### src/rtl/ibr128_ctr_sequencer_if.sv
// Bus bundle between the CTR sequencer, the pipelined CTR adder and the
// cipher core. The master modport is the sequencer's view; the slave modport
// is the view of the surrounding logic.
// Optional feature macro: IBR128_CTR_ABORT_EN adds the Abort input.
interface ibr128_ctr_sequencer_if #(
    parameter int CNT_W = 32
);
    logic             Start;
    logic [127:0]     Iv;
    logic [CNT_W-1:0] NumBlocks;
    logic             Busy;
    logic             Done;
    logic             Add_Enable;
    logic [127:0]     Add_A;
    logic [127:0]     Add_B;
    logic [127:0]     Add_S;
    logic             Ctr_Valid;
    logic             Ctr_Ready;
    logic [127:0]     Ctr_Data;
    logic             Ctr_Last;
`ifdef IBR128_CTR_ABORT_EN
    logic             Abort;
`endif

    modport master (
        input  Start, Iv, NumBlocks, Add_S, Ctr_Ready,
`ifdef IBR128_CTR_ABORT_EN
        input  Abort,
`endif
        output Busy, Done, Add_Enable, Add_A, Add_B, Ctr_Valid, Ctr_Data, Ctr_Last
    );

    modport slave (
        output Start, Iv, NumBlocks, Add_S, Ctr_Ready,
`ifdef IBR128_CTR_ABORT_EN
        output Abort,
`endif
        input  Busy, Done, Add_Enable, Add_A, Add_B, Ctr_Valid, Ctr_Data, Ctr_Last
    );
endinterface

### src/rtl/ibr128_ctr_sequencer.sv
// CTR-mode counter-block generator for IBR128. Feeds the 128-bit pipelined
// CTR adder one addition at a time (A = IV, B = block index), holds the
// operands for ADD_LAT enabled cycles, captures the sum and offers it to the
// cipher core over a valid/ready handshake.
// Optional feature macro: IBR128_CTR_ABORT_EN (adds the Abort input).
module ibr128_ctr_sequencer #(
    parameter int ADD_LAT = 8,
    parameter int CNT_W   = 32
) (
    input  logic Clk,
    input  logic Rst,
    ibr128_ctr_sequencer_if.master bus
);
    localparam int LAT_W = $clog2(ADD_LAT + 1);

    typedef enum logic [1:0] {IDLE, ADD, CAP, OUT} state_t;

    state_t           state, state_nxt;
    logic [LAT_W-1:0] lat_cnt;
    logic [CNT_W-1:0] idx;
    logic [CNT_W-1:0] nblk;
    logic             abort;
    logic             start_ok;
    logic             hs;
    logic             is_last;
    logic             lat_done;

`ifdef IBR128_CTR_ABORT_EN
    assign abort = bus.Abort;
`else
    assign abort = 1'b0;
`endif

    // Abort beats a simultaneous Start; Start is only looked at in IDLE.
    assign start_ok = bus.Start && !abort;
    assign hs       = bus.Ctr_Valid && bus.Ctr_Ready;
    assign is_last  = (idx == nblk - 1'b1);
    assign lat_done = (lat_cnt == LAT_W'(ADD_LAT - 1));

    assign bus.Busy       = (state != IDLE);
    assign bus.Add_Enable = (state == ADD);

    // State register.
    always_ff @(posedge Clk) begin
        if (Rst) state <= IDLE;
        else     state <= state_nxt;
    end

    // Next-state logic; abort overrides every transition out of a busy state.
    always_comb begin
        state_nxt = state;
        case (state)
            IDLE:    if (start_ok && bus.NumBlocks != '0) state_nxt = ADD;
            ADD:     if (lat_done) state_nxt = CAP;
            CAP:     state_nxt = OUT;
            OUT:     if (hs) state_nxt = is_last ? IDLE : ADD;
            default: state_nxt = IDLE;
        endcase
        if (abort) state_nxt = IDLE;
    end

    // Datapath: operand latching, latency count, capture and handshake.
    always_ff @(posedge Clk) begin
        if (Rst) begin
            bus.Done      <= 1'b0;
            bus.Add_A     <= '0;
            bus.Add_B     <= '0;
            bus.Ctr_Data  <= '0;
            bus.Ctr_Valid <= 1'b0;
            bus.Ctr_Last  <= 1'b0;
            lat_cnt       <= '0;
            idx           <= '0;
            nblk          <= '0;
        end else begin
            bus.Done <= 1'b0;
            if (abort && state != IDLE) begin
                // Drop the pending block; operands and last data stay visible.
                bus.Ctr_Valid <= 1'b0;
                bus.Ctr_Last  <= 1'b0;
                lat_cnt       <= '0;
            end else begin
                case (state)
                    IDLE: begin
                        if (start_ok) begin
                            if (bus.NumBlocks != '0) begin
                                bus.Add_A <= bus.Iv;
                                bus.Add_B <= '0;
                                idx       <= '0;
                                nblk      <= bus.NumBlocks;
                                lat_cnt   <= '0;
                            end else begin
                                bus.Done <= 1'b1;
                            end
                        end
                    end
                    ADD: lat_cnt <= lat_done ? '0 : lat_cnt + 1'b1;
                    CAP: begin
                        bus.Ctr_Data  <= bus.Add_S;
                        bus.Ctr_Valid <= 1'b1;
                        bus.Ctr_Last  <= is_last;
                    end
                    OUT: begin
                        if (hs) begin
                            bus.Ctr_Valid <= 1'b0;
                            bus.Ctr_Last  <= 1'b0;
                            if (is_last) begin
                                bus.Done <= 1'b1;
                            end else begin
                                idx       <= idx + 1'b1;
                                bus.Add_B <= {{(128-CNT_W){1'b0}}, idx + 1'b1};
                            end
                        end
                    end
                    default: ;
                endcase
            end
        end
    end
endmodule

### src/flat_wrapper.sv
// flat-port wrapper written by rule: the top's interface ports become plain ports
module ibr128_ctr_sequencer_flat 
#(
    parameter int ADD_LAT = 8,
    parameter int CNT_W   = 32
)
  (Clk, Rst, bus_Start, bus_Iv, bus_NumBlocks, bus_Add_S, bus_Ctr_Ready, bus_Busy, bus_Done, bus_Add_Enable, bus_Add_A, bus_Add_B, bus_Ctr_Valid, bus_Ctr_Data, bus_Ctr_Last);
  ibr128_ctr_sequencer_if #(.CNT_W(CNT_W)) bus_i ();
  input  logic Clk;
  input  logic Rst;
  input wire logic [$bits(bus_i.Start)-1:0] bus_Start;
  input wire logic [$bits(bus_i.Iv)-1:0] bus_Iv;
  input wire logic [$bits(bus_i.NumBlocks)-1:0] bus_NumBlocks;
  input wire logic [$bits(bus_i.Add_S)-1:0] bus_Add_S;
  input wire logic [$bits(bus_i.Ctr_Ready)-1:0] bus_Ctr_Ready;
  output wire logic [$bits(bus_i.Busy)-1:0] bus_Busy;
  output wire logic [$bits(bus_i.Done)-1:0] bus_Done;
  output wire logic [$bits(bus_i.Add_Enable)-1:0] bus_Add_Enable;
  output wire logic [$bits(bus_i.Add_A)-1:0] bus_Add_A;
  output wire logic [$bits(bus_i.Add_B)-1:0] bus_Add_B;
  output wire logic [$bits(bus_i.Ctr_Valid)-1:0] bus_Ctr_Valid;
  output wire logic [$bits(bus_i.Ctr_Data)-1:0] bus_Ctr_Data;
  output wire logic [$bits(bus_i.Ctr_Last)-1:0] bus_Ctr_Last;
  assign bus_i.Start = bus_Start;
  assign bus_i.Iv = bus_Iv;
  assign bus_i.NumBlocks = bus_NumBlocks;
  assign bus_i.Add_S = bus_Add_S;
  assign bus_i.Ctr_Ready = bus_Ctr_Ready;
  assign bus_Busy = bus_i.Busy;
  assign bus_Done = bus_i.Done;
  assign bus_Add_Enable = bus_i.Add_Enable;
  assign bus_Add_A = bus_i.Add_A;
  assign bus_Add_B = bus_i.Add_B;
  assign bus_Ctr_Valid = bus_i.Ctr_Valid;
  assign bus_Ctr_Data = bus_i.Ctr_Data;
  assign bus_Ctr_Last = bus_i.Ctr_Last;
  ibr128_ctr_sequencer #(.ADD_LAT(ADD_LAT), .CNT_W(CNT_W)) u_core (.Clk(Clk), .Rst(Rst), .bus(bus_i));
endmodule
### config.mk
export PLATFORM = sky130hd
export DESIGN_NAME = ibr128_ctr_sequencer_flat
export DESIGN_NICKNAME = d
export VERILOG_FILES = /design/src/rtl/ibr128_ctr_sequencer_if.sv /design/src/rtl/ibr128_ctr_sequencer.sv /design/src/flat_wrapper.sv
export SDC_FILE = /design/constraint.sdc
export NUM_CORES = 1
export LEC_CHECK = 0
export BUFFER_PORTS_ARGS = -buffer_cell sky130_fd_sc_hd__buf_2
export CAP_MARGIN = 5
export CELL_PAD_IN_SITES_DETAIL_PLACEMENT = 1
export CELL_PAD_IN_SITES_GLOBAL_PLACEMENT = 1
export CORE_AREA = 4 4 259 261
export DETAILED_ROUTE_END_ITERATION = 8
export DIE_AREA = 0 0 263 265
export HOLD_SLACK_MARGIN = 0.08
export PLACE_DENSITY = 0.56
export SYNTH_ARGS = -nofsm -noshare
export SYNTH_HDL_FRONTEND = slang
export SYNTH_SLANG_ARGS = --single-unit
### constraint.sdc
create_clock -name Clk -period 4.37 [get_ports Clk]
set_input_delay 0.437 -clock Clk [delete_from_list [all_inputs] [get_ports Clk]]
set_output_delay 0.437 -clock Clk [all_outputs]
set_load 0.005 [all_outputs]
==> impl_metrics.tcl <==
set metrics [dict create \
    status "complete, no violations" \
    io_pins 681 \
    drc 0 \
    place_congestion 0.881 \
    max_slew_margin_pct 8.02 \
    finalHoldViolCount 0 \
    path_cells "inv_1 > ha_1 > nor4b_4 > nand4_2 > or4_1 > o31a_1 > or4_4 > o21ai_2 > and2_4 > o21ai_0 > a21oi_1" \
    port-buffer-count 584 \
    die_y_um 265 \
    worstPathArrival_ps 4350 \
    clock.fmax_mhz 257 \
    whs_ps 125 \
    slew_violations 0 \
    post-route-period-util_pct 88.9 \
    firstDrtPassIters 4 \
    cap_viol_max_count 0 \
    powerDensity_nw_per_um2 564 \
    max_slew.worst_pin.slew_ps 1380 \
    area_delta_synth_final_pct 41.2 \
    fin_crit_ps 3890 \
    antenna_found_initial 14 \
    drt_iter0_drc 626 \
    end_kind "flip-flop" \
    path_class "flip-flop to flip-flop" \
    track_usage_pct 16.1 \
    tns_ps 0 \
    internal-power_mw 7.21 \
    whs_path_depth 3 \
    cp_slowest_cell "or4_4" \
    reg2regPathDepth 11 \
    path_max_fanout 29 \
    yosys_warnings 0 \
    r2r_slack_ps 480 \
    switching_share_pct 35.6 \
    whs_endpoint "u_core.bus.Add_A[15]" \
    finClkSkew_ps 9.78 \
    crit_path_start_kind "flip-flop" \
    ant_nets 0 \
    cp_slowest_stage_delay_ps 540 \
    core_area_um2 64500 \
    cts.sinks 329 \
    drt_wl_total_um 59600 \
    nets 2584 \
    start_util_pct 21.8 \
    p_leak_nw 8.79 \
    ys_types 70 \
    timing.rr.start "u_core.nblk[0]" \
    setup_violations 0 \
    pwr-share-comb_pct 33.3 \
    synth_seq_cells 329 \
    via_count 13791 \
    hold_path_class "primary input to flip-flop" \
    tritoncts "built" \
    die_x_um 263 \
    async_reset_ff_share_pct 0 \
    drive_gt1_share_pct 30.3 \
    required_ps 4840 \
    clkLatencyLatePin_ps 550 \
    avgViaCountPerCell 4.34 \
    wire_per_inst_um 18.8 \
    numCtsBuffers 42 \
    syn_area_per_cell_um2 8.53 \
    ys_seq_area_share_pct 46.8 \
    hpwl_um 44300 \
    syn_area_um2 14100 \
    p_clk_share_pct 31.5 \
    die-area_um2 69700 \
    rsz0062_at_grt "false" \
    clock-root-buffer "clkbuf_16" \
    syn_inst 1649 \
    synth-main-ff-cell "dfxtp_1" \
    row_count 93 \
    r2r-end "u_core.bus.Add_B[3]" \
    cts_max_path_buffers 3 \
    overflow 0 \
    post-cts-setup-buffers 0 \
    min-delay-start "bus_Iv[15]" \
    clkSlewWorstSetupHoldPaths_ps 60 \
    grt_pass1_wl_um 89300 \
    irDropWorstVdd_uv 295 \
    switching_power_mw 3.98 \
    synth_edf_count 0 \
    first_global_vias 14629 \
    sequentialPowerShare_pct 35.2 \
    grt_max_degree 191 \
    htree_levels 2 \
]
[critical path, delay by kind of cell (launching register included)]
kind	cells	cell delay, ps
simple gates	5	1990
buf+inv	1	90
compound gates	4	990
fa+ha+maj	1	340
flops	1	370
[logic make-up after synthesis]
logic type / Yosys count / share of synthesized area (%)
XOR/XNOR: 48 / 2.99
multiplexers: 133 / 9.47
adder cells (fa/ha/maj): 7 / 0.623
buffers and inverters: 215 / 8.68
AO/OA/AOI/OAI: 250 / 10.2
flip-flops: 329 / 46.8
other: 1 / 0.0267
AND/OR/NAND/NOR: 666 / 21.2
[how the worst max path moves through the flow]
stage	from	slack (ps)	endpoint
6_report	u_core.nblk[0]	480	u_core.bus.Add_B[3]
2_1_floorplan	u_core.nblk[0]	950	u_core.bus.Add_B[0]
5_1_grt	u_core.nblk[0]	210	u_core.bus.Add_B[3]
3_3_place_gp	u_core.nblk[0]	660	u_core.bus.Add_B[11]
3_5_place_dp	u_core.nblk[0]	500	u_core.bus.Add_B[3]
4_1_cts	u_core.nblk[0]	480	u_core.bus.Add_B[3]
[per-stage QoR]
step | cell area [um^2] | total power, mW | utilization [%] | instances | worst slack (ps)
after floorplan | 14400 | 6.31 | - | 1744 | 951
after global placement | 17400 | 7.58 | 27.1 | 2996 | 663
after detailed placement | 17400 | 7.69 | 27.1 | 2996 | 502
after CTS | 19800 | 11.4 | 30.8 | 3169 | 475
after global routing | 19900 | 11.9 | 30.8 | 3176 | 214
final | 19900 | 11.2 | 30.8 | 3177 | 483
[cell usage after synthesis (11+ instances only)]
cell | n | area share, %
buf_4 | 97 | 5.2
buf_1 | 11 | 0.29
xor2_1 | 12 | 0.75
nor4_1 | 16 | 0.71
nor2_1 | 158 | 4.2
and3_1 | 13 | 0.58
dfxtp_1 | 329 | 47
or4_1 | 13 | 0.69
nand2_1 | 355 | 9.5
nor3_1 | 13 | 0.46
nand3_1 | 27 | 0.96
o21ai_0 | 13 | 0.46
xnor2_1 | 36 | 2.2
inv_1 | 13 | 0.35
mux2i_1 | 133 | 9.5
a21oi_1 | 184 | 6.5
clkbuf_1 | 84 | 2.2
[layout make-up]
cell class	count	area (um^2)
flip-flops and latches	329	6590
clock buffers	62	1280
clock inverters	11	115
diodes	8	20.0
well taps	855	1070
inverters	13	48.8
fillers	7776	44600
multi-input cells	1200	6640
repair buffers	699	4110
[power groups by stage]
| stage | clock [mW] | combinational [mW] | sequential (mW) |
|---|---|---|---|
| floorplan | 0 | 2.36 | 3.95 |
| global placement | 0 | 3.61 | 3.97 |
| detailed placement | 0 | 3.70 | 3.99 |
| CTS | 3.67 | 3.79 | 3.94 |
| global route | 3.79 | 4.14 | 4.02 |
| finish | 3.52 | 3.73 | 3.94 |
[state kept, by name, summed over array words and instances (netlist names)]
register / cells
u_core.bus.Ctr_Valid: 1
u_core.state: 2
u_core.nblk: 32
u_core.bus.Ctr_Data: 128
u_core.lat_cnt: 4
u_core.bus.Add_B: 32
u_core.bus.Add_A: 128
u_core.bus.Ctr_Last: 1
u_core.bus.Done: 1
[per-layer routing]
layer  GRT usage, %  routed length, um  part of all wire [%]
met2           28.9              30200                    51
met4           5.12               1680                   2.8
met3           5.65               5030                   8.4
met5              0                 13                 0.022
met1           17.9              22700                    38
[placed cells by master (no fill, tap or decap), types with 7 or more instances in the layout]
cell | synthesis | routed
buf_2 | 6 | 583
nand2_1 | 355 | 355
dfxtp_1 | 329 | 329
a21oi_1 | 184 | 184
nor2_1 | 158 | 157
mux2i_1 | 133 | 133
dlygate4sd3_1 | 0 | 100
conb_1 | 1 | 96
clkbuf_16 | 0 | 43
xnor2_1 | 36 | 36
nand3_1 | 27 | 27
nor4_1 | 16 | 16
inv_1 | 13 | 13
o21ai_0 | 13 | 13
and3_1 | 13 | 13
or4_1 | 13 | 13
nor3_1 | 13 | 13
clkbuf_8 | 0 | 13
xor2_1 | 12 | 12
nand4_1 | 10 | 10
or3_1 | 10 | 10
o211ai_1 | 10 | 10
buf_4 | 97 | 10
diode_2 | 0 | 8
a211oi_1 | 7 | 7
o41ai_1 | 7 | 7
[repair_timing]
action / in CTS / in global routing
resized for setup: 0 / 0
endpoints found under the hold margin: 100 / 0
hold buffers: 100 / 0
Note: power is estimated with default switching activity, not from simulation.
